$ cat src/rtl/bw_mult_pkg.sv
// bw_mult_pkg: shared defaults and tag-width helper for the shared multiplier scheduler
package bw_mult_pkg;
  localparam int N_DEF = 16;
  localparam int NREQ_DEF = 4;
  function automatic int idw(input int n);
    return (n > 1) ? $clog2(n) : 1;
  endfunction
endpackage

$ cat src/rtl/bw_mult.sv
// bw_mult: combinational Baugh-Wooley signed N x N multiplier with 2N-bit product
module bw_mult #(
  parameter int N = 16
) (
  input  logic [N-1:0]   a,
  input  logic [N-1:0]   b,
  output logic [2*N-1:0] p
);
  logic [N-1:0][N-1:0] row;
  for (genvar i = 0; i < N; i++) begin : g_row
    if (i == N-1) begin : g_neg
      assign row[i] = {a[N-1] & b[i], ~(a[N-2:0] & {(N-1){b[i]}})};
    end else begin : g_pos
      assign row[i] = {~(a[N-1] & b[i]), a[N-2:0] & {(N-1){b[i]}}};
    end
  end
  always_comb begin
    p = '0;
    p[2*N-1] = 1'b1;
    p[N] = 1'b1;
    for (int i = 0; i < N; i++) p = p + ((2*N)'(row[i]) << i);
  end
endmodule

$ cat src/rtl/rr_arbiter.sv
// rr_arbiter: round-robin grant search starting at ptr with explicit modulo wrap
module rr_arbiter
  import bw_mult_pkg::*;
#(
  parameter int NREQ = 4,
  parameter int IDW  = idw(NREQ)
) (
  input  logic [NREQ-1:0] req,
  input  logic [IDW-1:0]  ptr,
  input  logic            en,
  output logic [NREQ-1:0] gnt,
  output logic [IDW-1:0]  gnt_idx,
  output logic [IDW-1:0]  next_ptr
);
  logic found;
  function automatic logic [IDW-1:0] wrap(input int v);
    return IDW'((v >= NREQ) ? v - NREQ : v);
  endfunction
  always_comb begin
    found = 1'b0;
    gnt_idx = ptr;
    for (int k = NREQ-1; k >= 0; k--) begin
      if (req[wrap(int'(ptr) + k)]) begin
        found = 1'b1;
        gnt_idx = wrap(int'(ptr) + k);
      end
    end
    gnt = (en && found) ? (NREQ'(1) << gnt_idx) : '0;
    next_ptr = (int'(gnt_idx) == NREQ-1) ? '0 : gnt_idx + 1'b1;
  end
endmodule

$ cat src/rtl/bw_mult_sched.sv
// bw_mult_sched: round-robin sharing of one registered-in/registered-out signed multiplier
module bw_mult_sched
  import bw_mult_pkg::*;
#(
  parameter int N    = N_DEF,
  parameter int NREQ = NREQ_DEF,
  parameter int IDW  = idw(NREQ)
) (
  input  logic              clk,
  input  logic              rst,
  input  logic [NREQ-1:0]   req_valid,
  output logic [NREQ-1:0]   req_ready,
  input  logic [NREQ*N-1:0] req_a,
  input  logic [NREQ*N-1:0] req_b,
  output logic              rsp_valid,
  input  logic              rsp_ready,
  output logic [IDW-1:0]    rsp_id,
  output logic [2*N-1:0]    rsp_p
);
  logic           s1_valid, s1_adv, s2_adv, accept;
  logic [N-1:0]   op_a, op_b;
  logic [IDW-1:0] op_id, ptr, gnt_idx, next_ptr;
  logic [2*N-1:0] prod;
  assign s2_adv = !rsp_valid || rsp_ready;
  assign s1_adv = !s1_valid || s2_adv;
  assign accept = |req_ready;
  rr_arbiter #(.NREQ(NREQ), .IDW(IDW)) u_arb (
    .req     (req_valid),
    .ptr     (ptr),
    .en      (s1_adv && !rst),
    .gnt     (req_ready),
    .gnt_idx (gnt_idx),
    .next_ptr(next_ptr)
  );
  bw_mult #(.N(N)) u_mult (
    .a(op_a),
    .b(op_b),
    .p(prod)
  );
  always_ff @(posedge clk) begin
    if (rst) begin
      s1_valid  <= 1'b0;
      op_a      <= '0;
      op_b      <= '0;
      op_id     <= '0;
      ptr       <= '0;
      rsp_valid <= 1'b0;
      rsp_p     <= '0;
      rsp_id    <= '0;
    end else begin
      if (s1_adv) s1_valid <= accept;
      if (accept) begin
        op_a  <= req_a[gnt_idx*N +: N];
        op_b  <= req_b[gnt_idx*N +: N];
        op_id <= gnt_idx;
        ptr   <= next_ptr;
      end
      if (s2_adv) begin
        rsp_valid <= s1_valid;
        rsp_p     <= prod;
        rsp_id    <= op_id;
      end
    end
  end
endmodule

$ cat config.mk
export PLATFORM = sky130hd
export DESIGN_NAME = bw_mult_sched
export DESIGN_NICKNAME = d
export VERILOG_FILES = /design/src/rtl/bw_mult_pkg.sv /design/src/rtl/bw_mult.sv /design/src/rtl/rr_arbiter.sv /design/src/rtl/bw_mult_sched.sv
export SDC_FILE = /design/constraint.sdc
export NUM_CORES = 1
export LEC_CHECK = 0
export ABC_AREA = 1
export BUFFER_PORTS_ARGS = -buffer_cell sky130_fd_sc_hd__buf_2
export CAP_MARGIN = 25
export CELL_PAD_IN_SITES_DETAIL_PLACEMENT = 1
export CELL_PAD_IN_SITES_GLOBAL_PLACEMENT = 1
export CORE_UTILIZATION = 39
export CTS_CLUSTER_DIAMETER = 200
export DETAILED_ROUTE_END_ITERATION = 7
export PLACE_DENSITY = 0.88
export SLEW_MARGIN = 20
export SYNTH_ARGS = -nofsm -noshare
export SYNTH_HDL_FRONTEND = slang
export SYNTH_SLANG_ARGS = --single-unit
export TNS_END_PERCENT = 20
$ cat constraint.sdc
create_clock -name clk -period 5.19 [get_ports clk]
set_input_delay 1.038 -clock clk [delete_from_list [all_inputs] [get_ports clk]]
set_output_delay 1.038 -clock clk [all_outputs]
set_load 0.1 [all_outputs]
### Word level (Yosys, flattened, before mapping)

Index checks and enable logic that the tools add are counted.

* flip-flop bits (word level): 72
* input bits: 135
* output and inout bits: 39
* logic and storage cells: 122

* add/sub/neg operators: 24
* $lt $le $gt $ge: 8
* equality and inequality tests: 1
* shifts and indexed selects: 3
* muxes and demuxes: 22
* bitwise operators: 48
* reduce and logical (&&, ||, !) cells: 8

Operator list (number)
* 15-bit AND: 16
* 64-bit by 7-bit variable part select with 16-bit output: 2
* 32-bit by 16-bit adder with 32-bit output, first input constant: 1
* 32-bit by 17-bit adder with 32-bit output: 1
* 32-bit by 18-bit adder with 32-bit output: 1
* 32-bit by 19-bit adder with 32-bit output: 1
* 32-bit by 20-bit adder with 32-bit output: 1
* 32-bit by 21-bit adder with 32-bit output: 1
* 32-bit by 22-bit adder with 32-bit output: 1
* 32-bit by 23-bit adder with 32-bit output: 1
* 32-bit by 24-bit adder with 32-bit output: 1
* 32-bit by 25-bit adder with 32-bit output: 1
* 32-bit by 26-bit adder with 32-bit output: 1
* 32-bit by 27-bit adder with 32-bit output: 1
* 32-bit by 28-bit adder with 32-bit output: 1
* 32-bit by 29-bit adder with 32-bit output: 1
* 32-bit by 30-bit adder with 32-bit output: 1
* 32-bit by 31-bit adder with 32-bit output: 1
* 2-bit 2-to-1 mux: 9
* 1-bit AND: 16
* 1-bit NOT: 15
* 15-bit NOT: 1
* 2-bit by 3-bit less-than comparator with 1-bit output, second input constant: 4
* 3-bit greater-or-equal comparator, second input constant: 3
* other kinds (14): 32

### Logic depth before layout (Yosys ltp)

* depth after elaboration: 18
* mapped depth: 26
* mapped depth without buffers: 25

### Modules after synthesis

From an unflattened synthesis, not the netlist that was laid out.

* cells, all modules: 1896
* area total of the unflattened synthesis: 13062.5 um^2

Modules (own cells, without submodules)
* bw_mult: instances 1, cells each 1261, area an instance 9002.4 um^2, seq. area each 0.0 um^2
* bw_mult_sched: instances 1, cells each 565, area an instance 3689.8 um^2, seq. area each 1441.4 um^2
* rr_arbiter: instances 1, cells each 70, area an instance 370.4 um^2, seq. area each 0.0 um^2

### Worst setup path after synthesis

Ideal clock, no wire load.

* kind: reg2reg
* start: register op_b[14]
* end: register rsp_p[29]
* data arrival time: 5.295 ns
* data required time: 5.076 ns
* path slack: -0.219 ns
* cell stages (with the launch flop): 25
* buffers on the path: 2
* clock period less this slack: 5.409 ns
* cells stage by stage: dfxtp_1 clkbuf_1 clkbuf_1 nand2_1 fa_1 inv_1 fa_1 inv_1 fa_1 inv_1 fa_1 fa_1 inv_1 fa_1 inv_1 ha_1 nand2_1 nor2_1 nand3_1 nor4_1 nand2_1 nand3_1 nor2_1 o21bai_1 inv_1

* cells in the longest elaborated chain, start to end: 4
* elaborated cells between the ends (all ways): 5

RTL lines
* from (decl): line bw_mult_sched.sv:21 `logic [N-1:0] op_a, op_b;`
* from (signal assigned): line bw_mult_sched.sv:54 `op_b <= req_b[gnt_idx*N +: N];`
* 1-bit AND: line bw_mult.sv:14 `assign row[i] = {~(a[N-1] & b[i]), a[N-2:0] & {(N-1){b[i]}}};`
* 1-bit NOT: line bw_mult.sv:14
* 32-bit by 30-bit adder with 32-bit output (*): line bw_mult.sv:21 `for (int i = 0; i < N; i++) p = p + ((2*N)'(row[i]) << i);`
* 32-bit by 31-bit adder with 32-bit output (*): line bw_mult.sv:21
* to (signal assigned): line bw_mult_sched.sv:60 `rsp_p <= prod;`
* to (decl): line bw_mult_sched.sv:18 `output logic [2*N-1:0] rsp_p`

Every way passes the cells marked *; elsewhere a longest branch is shown, timed or not.
A chain may end at the register's enable or synchronous reset.

### Final worst setup path

* start: register op_b[12]
* end: register rsp_p[28]

* cells in the longest elaborated chain, start to end: 6
* elaborated cells between the ends (all ways): 7

RTL lines (line)
* 1-bit AND: bw_mult.sv:14
* 1-bit NOT: bw_mult.sv:14
* 32-bit by 28-bit adder with 32-bit output (*): bw_mult.sv:21
* 32-bit by 29-bit adder with 32-bit output (*): bw_mult.sv:21
* 32-bit by 30-bit adder with 32-bit output (*): bw_mult.sv:21
* 32-bit by 31-bit adder with 32-bit output (*): bw_mult.sv:21

Marks and branches as above.

==> flow_summary.toml <==
[outcome]
outcome = "finished with violations"
violated_checks = "negative setup slack"

[grt]
global_route_layer_with_the_greatest_usage = "met2"
first_global_vias = 14300
global_route.overflow_total = 0
grt_use_met3_pct = 2.39
antenna_violations_before_repair = 0
global_route_wire_length_before_repair_mm = 73.5
use_met1_pct = 33.0
use_met2_pct = 50.2
grt_max_degree = 71
globalRouteTotalUtil_pct = 27.5

[cells_and_area]
total_area_of_multi_input_combinational_cells_mm2 = 0.00977
final_net_count = 2601
growth_of_design_area_from_synthesis_to_finish_pct = 25.4
post_route_cells_drive_above_1_share_pct = 23.4
diodes_inserted = 0
fill_cell_count = 4221
area_taken_by_flip_flops_and_latches_mm2 = 0.00153

[logic_synthesis]
synthesis.nets = 2372
yosysSeqAreaShare_pct = 10.9
synthDistinctLibCells = 30
yosysWarningCount = 0
synthTopCellsByArea = "sky130_fd_sc_hd__fa_1 (30%), sky130_fd_sc_hd__inv_1 (16%), sky130_fd_sc_hd__nand2_1 (13%)"
post_synthesis_cell_area_mm2 = 0.0132
synthesis.instances = 1940
post-synth-top-area-fraction_pct = 29.9
synthesis.area_per_instance_um2 = 6.82
post_synthesis_register_bit_count = 72
yosysTopAreaCell = "sky130_fd_sc_hd__fa_1"

[place]
numPortBuffers = 173
dp_hpwl_mm = 37.6
routabilityCongestion = 0.963

[cts]
cts-buffers-inserted = 9
cts_htree_levels = 3
cts_buffer_depth = 2
tritoncts = "done"
cts.clk_slew.worst_paths_ns = 0.07
worstSkewPairLatency_ns = 0.36
clock_tree.root_cell = "sky130_fd_sc_hd__clkbuf_16"
number_of_buffers_inserted_for_hold_repair_after_clock_tree_synthesis = 0
numClockSinks = 72

[run]
drv.max_cap_violation_count = 0

[timing]
setup_slack_ns = -0.289
timing.final.max_slew_violations = 0
fmax_mhz = 183
grt_setup_unrepaired = "yes"
report.final.setup_viol = 15
timing_worst_slew_pin_value_ns = 0.773
layout_min_cycle_time_ns = 5.48
fin_tns_setup_ns = -2.01
report.final.hold_viol_count = 0
worst_slew_margin_rel_pct = 48.5
post-route-period-util_pct = 106
worst_clock_skew_ns = 0.0118

[floorplan]
die-height_um = 186
core_region_area_mm2 = 0.0334
ios = 174
die_area_mm2 = 0.0347
initial_core_utilization_pct = 39.6
placement_row_count = 67
die_width_um = 186

[drt]
via_per_inst = 5.13
drt_first_iter_violations = 823
ant_nets = 0
drt_pre_antenna_iters = 5
drt-wirelength-per-cell_um = 19.3
dr_total_vias = 13400
detail_route.drc_violations = 0
finalWirelength_mm = 50.5

[worst_setup_path]
max_stage_delay_ns = 0.58
setup.worst_path.start_class = "flop"
cpMaxStageDelayCell = "sky130_fd_sc_hd__fa_1"
end_kind = "flop"
setup.worst_path.class = "flop to flop"
critical_path.cell_chain = "buf_4 -> nand2_2 -> fa_1 -> inv_2 -> fa_2 -> fa_1 -> fa_1 -> fa_1 -> inv_2 -> fa_1 -> inv_2 -> ha_4 -> nand2_1 -> inv_1 -> nand2_2 -> o21ai_0 -> nand2_1 -> nand4_1 -> nand3_1 -> nand2_1 -> inv_1"
timing.critical_path.required_ns = 5.45
max_fanout_on_critical_path = 4
path_common_cell = "sky130_fd_sc_hd__fa_1"
arrival_time_worst_endpoint_ns = 5.74

[min_path]
hp-class = "flop to flop"
==> worst paths after layout <==
path | from | end | slack [ns] | depth (start not counted)
setup / recovery | op_b[12]$_SDFFE_PP0P_ | rsp_p[28]$_SDFFE_PP0P_ | -0.29 | 21
hold / removal | rsp_id[1]$_SDFFE_PP0P_ | rsp_id[1]$_SDFFE_PP0P_ | 0.49 | 2
setup reg to reg | op_b[12]$_SDFFE_PP0P_ | rsp_p[28]$_SDFFE_PP0P_ | -0.29 | 21
hold reg to reg | rsp_id[1]$_SDFFE_PP0P_ | rsp_id[1]$_SDFFE_PP0P_ | 0.49 | 2
==> registers in the layout (all words and copies together) (netlist names) <==
| name | count |
|---|---|
| rsp_id | 2 |
| rsp_valid | 1 |
| op_id | 2 |
| ptr | 2 |
| op_a | 16 |
| s1_valid | 1 |
| op_b | 16 |
| rsp_p | 32 |
==> logic make-up after synthesis <==
| kind of cell | synth area share (%) |
|---|---|
| fa+ha+maj | 39.3 |
| simple gates | 22.7 |
| xor+xnor | 0.860 |
| compound gates | 6.28 |
| flops | 10.9 |
| buf+inv | 20.0 |
==> routing by layer <==
layer / vias up / share of wire [%]
met1: 6648 / 39
li1: 6104 / -
met3: 161 / 4.5
met5: - / 0
met2: 527 / 52
met4: 0 / 4.9
==> critical path, delay by kind of cell (launching register included) <==
family	cells	cell delay [ns]
adders and majority gates	7	3.44
buffers and inverters	6	0.49
AOI/OAI and AO/OA	1	0.32
and+or+nand+nor	7	0.75
DFF	1	0.38
==> final cells by class <==
cell class / instances / area share, %
well taps: 448 / 3.38
clock buffers: 11 / 1.52
inverters: 569 / 12.9
clock inverters: 4 / 0.317
repair buffers: 331 / 13.8
multi-input cells: 1186 / 58.9
flip-flops and latches: 72 / 9.19
==> synth_stat cells, drive strengths merged <==
master	instances
ha	99
a21oi	37
a21boi	2
nor2	55
xnor2	6
o211ai	5
nand2	462
o21bai	17
buf	34
dfxtp	72
a211oi	1
o221ai	2
o21a	1
o21ai	85
nor4	3
a21o	1
fa	198
nand3	191
nand2b	1
xor2	7
nand4	8
inv	569
clkbuf	79
nor3	5
==> what timing repair did <==
action	CTS	global route
pin swaps	10	38
endpoints found under the setup margin	19	19
gates resized for setup	99	124
buffers inserted	1	14
==> per-stage QoR <==
| step | setup WS [ns] | cell area, um2 | util [%] | hold slack (ns) | std cells |
|---|---|---|---|---|---|
| finish | -0.289 | 16600 | 49.6 | 0.494 | 2621 |
| global route | -0.379 | 16600 | 49.6 | 0.509 | 2621 |
| CTS | -0.0757 | 16000 | 47.9 | 0.492 | 2606 |
| detailed placement | -0.427 | 15400 | 45.9 | 0.475 | 2590 |
| global placement | -0.293 | 15400 | 45.9 | 0.463 | 2590 |
| floorplan | -0.00738 | 13300 | - | 0.445 | 1940 |
==> cell usage in the layout (no fill, tap or decap), types with 9 or more instances in the layout <==
cell type	synthesis	routed
sky130_fd_sc_hd__a21oi_1	37	17
sky130_fd_sc_hd__a21oi_2	0	18
sky130_fd_sc_hd__buf_12	0	14
sky130_fd_sc_hd__buf_2	19	171
sky130_fd_sc_hd__buf_4	12	132
sky130_fd_sc_hd__buf_6	2	12
sky130_fd_sc_hd__clkbuf_16	0	9
sky130_fd_sc_hd__dfxtp_1	72	43
sky130_fd_sc_hd__dfxtp_2	0	10
sky130_fd_sc_hd__dfxtp_4	0	19
sky130_fd_sc_hd__fa_1	198	184
sky130_fd_sc_hd__fa_2	0	14
sky130_fd_sc_hd__ha_1	99	76
sky130_fd_sc_hd__ha_4	0	19
sky130_fd_sc_hd__inv_1	564	544
sky130_fd_sc_hd__inv_2	5	23
sky130_fd_sc_hd__nand2_1	458	437
sky130_fd_sc_hd__nand2_2	4	19
sky130_fd_sc_hd__nand3_1	191	186
sky130_fd_sc_hd__nor2_1	55	46
sky130_fd_sc_hd__o21ai_0	63	53
sky130_fd_sc_hd__o21ai_1	22	29
sky130_fd_sc_hd__o21bai_1	17	14
Power is not shown: default switching activity piles up to over one toggle a cycle in this logic, so the estimate is an artifact.
